<file path="src/rtl/cache_write_buffer_pkg.sv">
// Shared constants for the posted cache write buffer:
// default depth and the 3-bit controller state encodings.
package cache_write_buffer_pkg;

    localparam int WB_DEPTH = 4;

    localparam logic [2:0] WB_IDLE    = 3'd0;
    localparam logic [2:0] WB_RD_REQ  = 3'd1;
    localparam logic [2:0] WB_RD_WAIT = 3'd2;
    localparam logic [2:0] WB_WR_REQ  = 3'd3;
    localparam logic [2:0] WB_WR_WAIT = 3'd4;

endpackage

</file>
<file path="src/rtl/cache_write_buffer_match.sv">
// wb_match: parallel block-address compare across all buffer entries.
// Ports: addr, entry_addr (packed per entry), entry_valid -> hit, hit_onehot, hit_idx.
module wb_match #(
    parameter int DEPTH  = 4,
    parameter int ADDR_W = 32,
    parameter int IDX_W  = $clog2(DEPTH)
) (
    input  logic [ADDR_W-1:0]       addr,
    input  logic [DEPTH*ADDR_W-1:0] entry_addr,
    input  logic [DEPTH-1:0]        entry_valid,
    output logic                    hit,
    output logic [DEPTH-1:0]        hit_onehot,
    output logic [IDX_W-1:0]        hit_idx
);

    always_comb begin
        hit_onehot = '0;
        hit_idx    = '0;
        for (int i = 0; i < DEPTH; i++) begin
            hit_onehot[i] = entry_valid[i] &&
                (entry_addr[i*ADDR_W +: ADDR_W] == addr);
            // Coalescing keeps at most one match, so OR-encoding is exact.
            if (hit_onehot[i])
                hit_idx = hit_idx | IDX_W'(i);
        end
        hit = |hit_onehot;
    end

endmodule

</file>
<file path="src/rtl/cache_write_buffer.sv">
// Posted write buffer between the cache and block-wide data memory.
// Ports: req_* (cache side), resp_* (read data), mem_* (memory side).
module cache_write_buffer
    import cache_write_buffer_pkg::*;
#(
    parameter int LINE_SIZE = 16,
    parameter int DEPTH     = WB_DEPTH,
    parameter int ADDR_W    = 32
) (
    input  logic                   clk,
    input  logic                   reset,
    input  logic                   req_valid,
    input  logic                   req_read,
    input  logic                   req_write,
    input  logic [ADDR_W-1:0]      req_addr,
    input  logic [LINE_SIZE*8-1:0] req_data,
    output logic                   req_ready,
    output logic                   resp_valid,
    output logic [LINE_SIZE*8-1:0] resp_data,
    output logic                   mem_input_valid,
    output logic                   mem_read,
    output logic                   mem_write,
    output logic [ADDR_W-1:0]      mem_addr,
    output logic [LINE_SIZE*8-1:0] mem_din,
    input  logic                   mem_output_valid,
    input  logic [LINE_SIZE*8-1:0] mem_dout,
    input  logic                   mem_ready
);

    localparam int DW = LINE_SIZE * 8;
    localparam int PW = $clog2(DEPTH);

    logic [2:0]                  state;
    logic [PW-1:0]               head;
    logic [PW-1:0]               tail;
    logic [PW:0]                 count;
    logic [DEPTH-1:0]            ent_vld;
    logic [DEPTH-1:0][ADDR_W-1:0] ent_addr;
    logic [DEPTH-1:0][DW-1:0]    ent_data;
    logic [ADDR_W-1:0]           rd_addr;

    logic             hit;
    logic [DEPTH-1:0] hit_onehot;
    logic [PW-1:0]    hit_idx;
    logic [DW-1:0]    hit_data;
    logic             accept;
    logic             in_rd_req;
    logic             in_wr_req;

    wb_match #(
        .DEPTH  (DEPTH),
        .ADDR_W (ADDR_W),
        .IDX_W  (PW)
    ) u_match (
        .addr        (req_addr),
        .entry_addr  (ent_addr),
        .entry_valid (ent_vld),
        .hit         (hit),
        .hit_onehot  (hit_onehot),
        .hit_idx     (hit_idx)
    );

    always_comb begin
        hit_data = '0;
        for (int i = 0; i < DEPTH; i++)
            if (hit_onehot[i])
                hit_data = hit_data | ent_data[i];
    end

    // Gated by reset so every output reads 0 while reset is held.
    assign req_ready = !reset && (state == WB_IDLE) &&
                       (count != (PW+1)'(DEPTH));
    assign accept    = req_valid && req_ready;

    assign in_rd_req = !reset && (state == WB_RD_REQ);
    assign in_wr_req = !reset && (state == WB_WR_REQ);

    assign mem_input_valid = in_rd_req || in_wr_req;
    assign mem_read        = in_rd_req;
    assign mem_write       = in_wr_req;
    assign mem_addr        = in_rd_req ? rd_addr :
                             in_wr_req ? ent_addr[head] : '0;
    assign mem_din         = in_wr_req ? ent_data[head] : '0;

    always_ff @(posedge clk) begin
        if (reset) begin
            state      <= WB_IDLE;
            head       <= '0;
            tail       <= '0;
            count      <= '0;
            ent_vld    <= '0;
            rd_addr    <= '0;
            resp_valid <= 1'b0;
            resp_data  <= '0;
        end else begin
            resp_valid <= 1'b0;
            case (state)
                WB_IDLE: begin
                    if (accept && req_write) begin
                        if (hit) begin
                            ent_data[hit_idx] <= req_data;
                        end else begin
                            ent_addr[tail] <= req_addr;
                            ent_data[tail] <= req_data;
                            ent_vld[tail]  <= 1'b1;
                            tail           <= tail + 1'b1;
                            count          <= count + 1'b1;
                        end
                    end else if (accept && req_read) begin
                        if (hit) begin
                            resp_data  <= hit_data;
                            resp_valid <= 1'b1;
                        end else begin
                            rd_addr <= req_addr;
                            state   <= WB_RD_REQ;
                        end
                    end else if (!accept && count != '0) begin
                        state <= WB_WR_REQ;
                    end
                end
                WB_RD_REQ: begin
                    if (mem_ready)
                        state <= WB_RD_WAIT;
                end
                WB_RD_WAIT: begin
                    if (mem_output_valid) begin
                        resp_data  <= mem_dout;
                        resp_valid <= 1'b1;
                        state      <= WB_IDLE;
                    end
                end
                WB_WR_REQ: begin
                    if (mem_ready)
                        state <= WB_WR_WAIT;
                end
                WB_WR_WAIT: begin
                    // Head stays forwardable until memory finishes it.
                    if (mem_ready) begin
                        ent_vld[head] <= 1'b0;
                        head          <= head + 1'b1;
                        count         <= count - 1'b1;
                        state         <= WB_IDLE;
                    end
                end
                default: state <= WB_IDLE;
            endcase
        end
    end

endmodule

</file>
<file path="config.mk">
export PLATFORM = sky130hd
export DESIGN_NAME = cache_write_buffer
export DESIGN_NICKNAME = d
export VERILOG_FILES = /design/src/rtl/cache_write_buffer_pkg.sv /design/src/rtl/cache_write_buffer_match.sv /design/src/rtl/cache_write_buffer.sv
export SDC_FILE = /design/constraint.sdc
export NUM_CORES = 2
export LEC_CHECK = 0
export BUFFER_PORTS_ARGS = -buffer_cell sky130_fd_sc_hd__buf_2
export CORE_UTILIZATION = 54
export CTS_BUF_LIST = sky130_fd_sc_hd__clkbuf_4
export CTS_CLUSTER_DIAMETER = 100
export DETAILED_ROUTE_END_ITERATION = 16
export GPL_TIMING_DRIVEN = 0
export PLACE_DENSITY = 0.79
export SETUP_SLACK_MARGIN = 0.15
export SLEW_MARGIN = 20
export SYNTH_ARGS = -nofsm -noshare
export SYNTH_HDL_FRONTEND = slang
export SYNTH_SLANG_ARGS = --single-unit
export TNS_END_PERCENT = 50
</file>
<file path="constraint.sdc">
create_clock -name clk -period 16.8 [get_ports clk]
set_input_delay 1.68 -clock clk [delete_from_list [all_inputs] [get_ports clk]]
set_output_delay 1.68 -clock clk [all_outputs]
set_load 0.005 [all_outputs]
</file>
# --- Word level (Yosys, flattened, before mapping) ---
# Index checks and enable logic that the tools add are counted.
classes:
  add_sub_neg: 4
  order_cmp: 6
  eq_ne: 20
  muxes: 55
  n_bitwise: 9
  n_reduce_logical: 31
op_table:
  columns: ["cell", "n"]
  rows:
  - ["128-bit two-way mux", 12]
  - ["512-bit bitwise mux", 2]
  - ["128-bit demux with 2-bit select", 2]
  - ["512-bit two-way mux", 1]
  - ["128-bit OR", 3]
  - ["128-bit binary-select mux with 2-bit select", 1]
  - ["128-bit case mux with 2 select lines", 1]
  - ["128-bit bitwise mux", 1]
  - ["32-bit equality test", 4]
  - ["32-bit two-way mux", 4]
  - ["32-bit binary-select mux with 2-bit select", 1]
  - ["32-bit demux with 2-bit select", 1]
  - ["3-bit two-way mux", 11]
  - ["1-bit logical AND", 15]
  - ["3-bit case mux with 5 select lines", 1]
  - ["2-bit inequality test (second input constant)", 7]
  - ["4-bit two-way mux", 3]
  - ["4-bit AND reduction", 3]
  - ["2-bit by 3-bit less-than comparator with 1-bit output (second input constant)", 3]
  - ["4-bit case mux with 2 select lines", 1]
  - ["1-bit two-way mux", 7]
  - ["7-bit AND reduction", 1]
  - ["3-bit by 2-bit equality test with 1-bit output (second input constant)", 2]
  - ["2-bit by 1-bit >= comparator with 1-bit output (second input constant)", 3]
  - ["25 further kinds", 35]
totals:
  register_bits: 815
  input_bits: 295
  out_inout_bits: 293
  elab_cells: 141

# --- Logic depth before layout (Yosys ltp) ---
depth:
  depth_word: 13
  depth_mapped: 11
  mapped_depth_nobuf: 8

# --- Modules after synthesis ---
# Synthesis repeated with hierarchy kept, for this count alone.
hier_totals:
  hier_cells: 3141
  area_unflattened_um2: 39922.0
modules_own_cells:
  columns: ["mod", "n_inst", "cells_each", "area_each_um2"]
  rows:
  - ["cache_write_buffer", 1, 2953, 38453.1]
  - ["wb_match", 1, 188, 1468.9]

# --- Worst setup path after synthesis ---
# OpenSTA, ideal clock, no wires.
synth_timing:
  path_type: "input-to-reg"
  from: "in req_addr[7]"
  to: "reg ent_data[256] (netlist bit), enable pin"
  setup_ns: 0.929
  arrival_time_ns: 14.969
  required_ns: 15.871
  setup_slack_ns: 0.901
  stages: 8
  path_buffers: 3
  path_cell_list: "clkbuf_1 > xor2_1 > nor4_1 > nand4_1 > nor3_4 > buf_2 > buf_2 > nor4_1"
synth_lines:
  columns: ["item", "line", "source"]
  rows:
  - ["from (decl)", "cache_write_buffer.sv:15", "input logic [ADDR_W-1:0] req_addr,"]
  - ["to (signal, indexed assignment)", "cache_write_buffer.sv:101", "ent_data[hit_idx] <= req_data;"]
  - ["to (signal, indexed assignment)", "cache_write_buffer.sv:104", "ent_data[tail] <= req_data;"]
  - ["to (decl)", "cache_write_buffer.sv:39", "logic [DEPTH-1:0][DW-1:0] ent_data;"]

# --- Worst setup path after layout ---
layout_timing:
  from: "reg head[0]"
  to: "out mem_addr[2]"
layout_between:
  elab_chain_cells: 4
layout_lines:
  columns: ["item", "line", "source"]
  rows:
  - ["from (decl)", "cache_write_buffer.sv:34", "logic [PW-1:0] head;"]
  - ["from (signal assigned)", "cache_write_buffer.sv:140", "head <= head + 1'b1;"]
  - ["32-bit binary-select mux with 2-bit select", "cache_write_buffer.sv:82", "in_wr_req ? ent_addr[head] : '0;"]
  - ["32-bit two-way mux (implied by the code)", "cache_write_buffer.sv:82", null]
  - ["32-bit two-way mux", "cache_write_buffer.sv:82", null]
  - ["32-bit two-way mux", "cache_write_buffer.sv:81", "assign mem_addr = in_rd_req ? rd_addr :"]
  - ["to (decl)", "cache_write_buffer.sv:23", "output logic [ADDR_W-1:0] mem_addr,"]
# No other way between the ends. The select of a mux whose other input is x is not followed.

==> metrics.yaml <==
die:
  fp.dieH_um: 277.9
  die_w_um: 277.9
  die_area_mm2: 0.07725
  rows: 100
  pin_count: 588
  initial_utilization_pct: 54.86
  core_area_mm2: 0.07495
power:
  p_clk_share_pct: 36.4
  max-vdd-ir-drop_uv: 74.99
  seqPwrFrac_pct: 45.1
  combPwrFrac_pct: 18.5
  p_int_uw: 3480
  total_leakage_power_uw: 0.01889
  power.switching_uw: 1530
  swShare_pct: 30.54
  p_per_area_mw_per_mm2: 102.8
min_path:
  hp-class: "reg -> reg"
layout:
  final_util_pct: 65.03
  stdcell_count: 5205
  fin_nets: 4316
  area_delta_synth_final_pct: 18.54
  drive_above_1_share_pct: 32.49
worst_setup_path:
  cp.required_ps: 15120
  critPathMaxFanout: 10
  start_kind: "flop"
  arrival_ps: 4860
  end_kind: "output port"
  path_class: "reg -> out"
logic_synthesis:
  yosysSeqAreaShare_pct: 55.26
  syn-num-nets: 3478
  async_reset_ff_share_pct: 0
  ys_ff_latch: 815
  ys.flop_type: "edfxtp_1"
  synth_cells: 3174
  synthTopCellsByArea: "edfxtp_1 (47%), mux4_2 (8.8%), dfxtp_1 (8.5%)"
  synth_edf_count: 640
  syn_area_mm2: 0.04112
  yosysTopAreaCellShare_pct: 46.74
  synth.distinct_cells: 45
  yosys.area.top_type: "edfxtp_1"
  yosysWarnings: 0
  synth_most_common_cell: "edfxtp_1"
  syn-mean-instance-area_um2: 12.95
  synthTopCellsByCount: "edfxtp_1 (640), and2_1 (519), a22oi_1 (256), and3_1 (256), clkbuf_1 (236)"
timing:
  slew_headroom_pct: 20.29
  fin_crit_sh_pct: 38.91
  max_freq_mhz: 153.0
  skew_ps: 118.7
  report.final.setup_viol: 0
  worstMarginPinSlew_ps: 1196
  finalCriticalPeriod_ps: 6537
  rsz0062_at_grt: "no"
  maxSlewViolCount: 0
  finalWorstSetupSlack_ps: 10260
  hold_viol_final: 0
  whs_ps: 473.9
global_route:
  grt_antenna_before_repair: 44
  grt_max_degree: 42
  track_usage_pct: 36.37
  grt_pass1_wl_um: 205900
  grt_overflow_total: 0
  grt_pass1_vias: 32070
clock_tree:
  ctsResizeCount: 0
  clockRootBuffer: "clkbuf_4"
  htree_levels: 4
  clockBufferDepth: 3
  post_cts_buffers: 0
  clk_pin_slew_ps: 70
  cts_hold_buffers: 0
  tritoncts.num_buffers: 209
  clk-insertion-delay-late_ps: 1120
  cts_tree: "built"
  cts.sink_count: 815
detailed_routing:
  drc: 0
  vias: 33110
  wirelength_um: 144100
  ant_nets: 0
  drt_first_pass_iters: 6
  post_drt_wl_per_cell_um: 27.69
  drt_iter0_drc: 4205
  vias_per_cell: 6.362
place:
  gp_congestion: 0.9305
  dp_hpwl_um: 100700
  pre_cts_ws_ps: 10030
  port_buffers: 587
  place_inst: 4770
job:
  drv_cap: 0
outcome:
  outcome: "finished, final reports clean"
==> flip-flops by register name, indices dropped and copies added (netlist names) <==
register    cells
state           3
tail            2
count           3
ent_data      512
resp_data     128
head            2
ent_vld         4
rd_addr        32
ent_addr      128
resp_valid      1
==> placed cells by master, fill, tap and decap left out, types with 13 or more instances in the layout <==
cell type  Yosys  final
a22oi_1      256    256
a21oi_1       41     41
nand3_1       46     46
o41ai_1       21     21
nand2_1       13     13
buf_1         24     23
and2_1       519    516
and3_1       256    256
nor2_1       173    173
edfxtp_1     640    640
mux4_2       160    160
nand4b_1     128    128
o41ai_2      108    108
buf_2         63    671
dfxtp_1      175    175
xor2_1       124    124
diode_2        0     50
clkbuf_4       0    339
mux2i_1       33     33
nor4_1        33     32
clkbuf_1     236    226
clkinv_1       0     29
o21ai_0       39     39
==> stage by stage <==
stage	cell area, um^2	power (uW)	setup TNS [ps]
6_report	48740	5010	0
5_1_grt	48690	5157	0
4_1_cts	48610	4980	0
3_5_place_dp	45770	3198	0
3_3_place_gp	45270	3191	-1281630
2_1_floorplan	41120	2814	0
==> critical path: stages (launching register included) <==
cell,delay [ps]
dfxtp_1,360
clkbuf_1,900
buf_2,650
buf_1,790
mux4_2,610
mux2i_1,290
nor2_1,70
buf_2,130
==> layer usage <==
| metal | track usage [%] | routed length, um | vias up |
|---|---|---|---|
| met5 | 0 | 117 | - |
| li1 | - | - | 14040 |
| met3 | 10.90 | 18450 | 435 |
| met4 | 19.78 | 7574 | 18 |
| met1 | 46.14 | 51490 | 16190 |
| met2 | 56.10 | 66510 | 2427 |
==> power groups by stage <==
stage	sequential [uW]	clock (uW)	combinational (uW)
3_3_place_gp	2310	0	884
2_1_floorplan	2300	0	516
6_report	2260	1820	929
3_5_place_dp	2300	0	898
5_1_grt	2260	1930	968
4_1_cts	2260	1820	903
==> worst paths after layout <==
path,slack [ps],cells past startpoint,startpoint,endpoint
max,10260,7,head[0],mem_addr[2]
min,470,2,ent_vld[3],ent_vld[3]
max reg2reg,11450,12,ent_addr[26],ent_data[77]
min reg2reg,470,2,ent_vld[3],ent_vld[3]
==> area by class of cell <==
type                       count  area, um^2
fill                        5637       26210
sequential                   815       22720
multi-input combinational   2004       16890
timing repair buffer         627        3411
clock buffer                 339        2545
buffer                       339        1468
tap                          969        1212
clock inverter                46       302.8
antenna                       50       125.1
inverter                      16       60.06
==> cells by family after synthesis <==
group,Yosys count,synth area share [%]
and+or+nand+nor,1197,17.82
DFF,815,55.26
AOI/OAI and AO/OA,471,10.50
buffers and inverters,355,3.682
muxes,197,9.677
xor gates and xnor gates,130,2.769
adders and majority gates,9,0.2922
No activity file was read; power rests on OpenSTA's default activity.
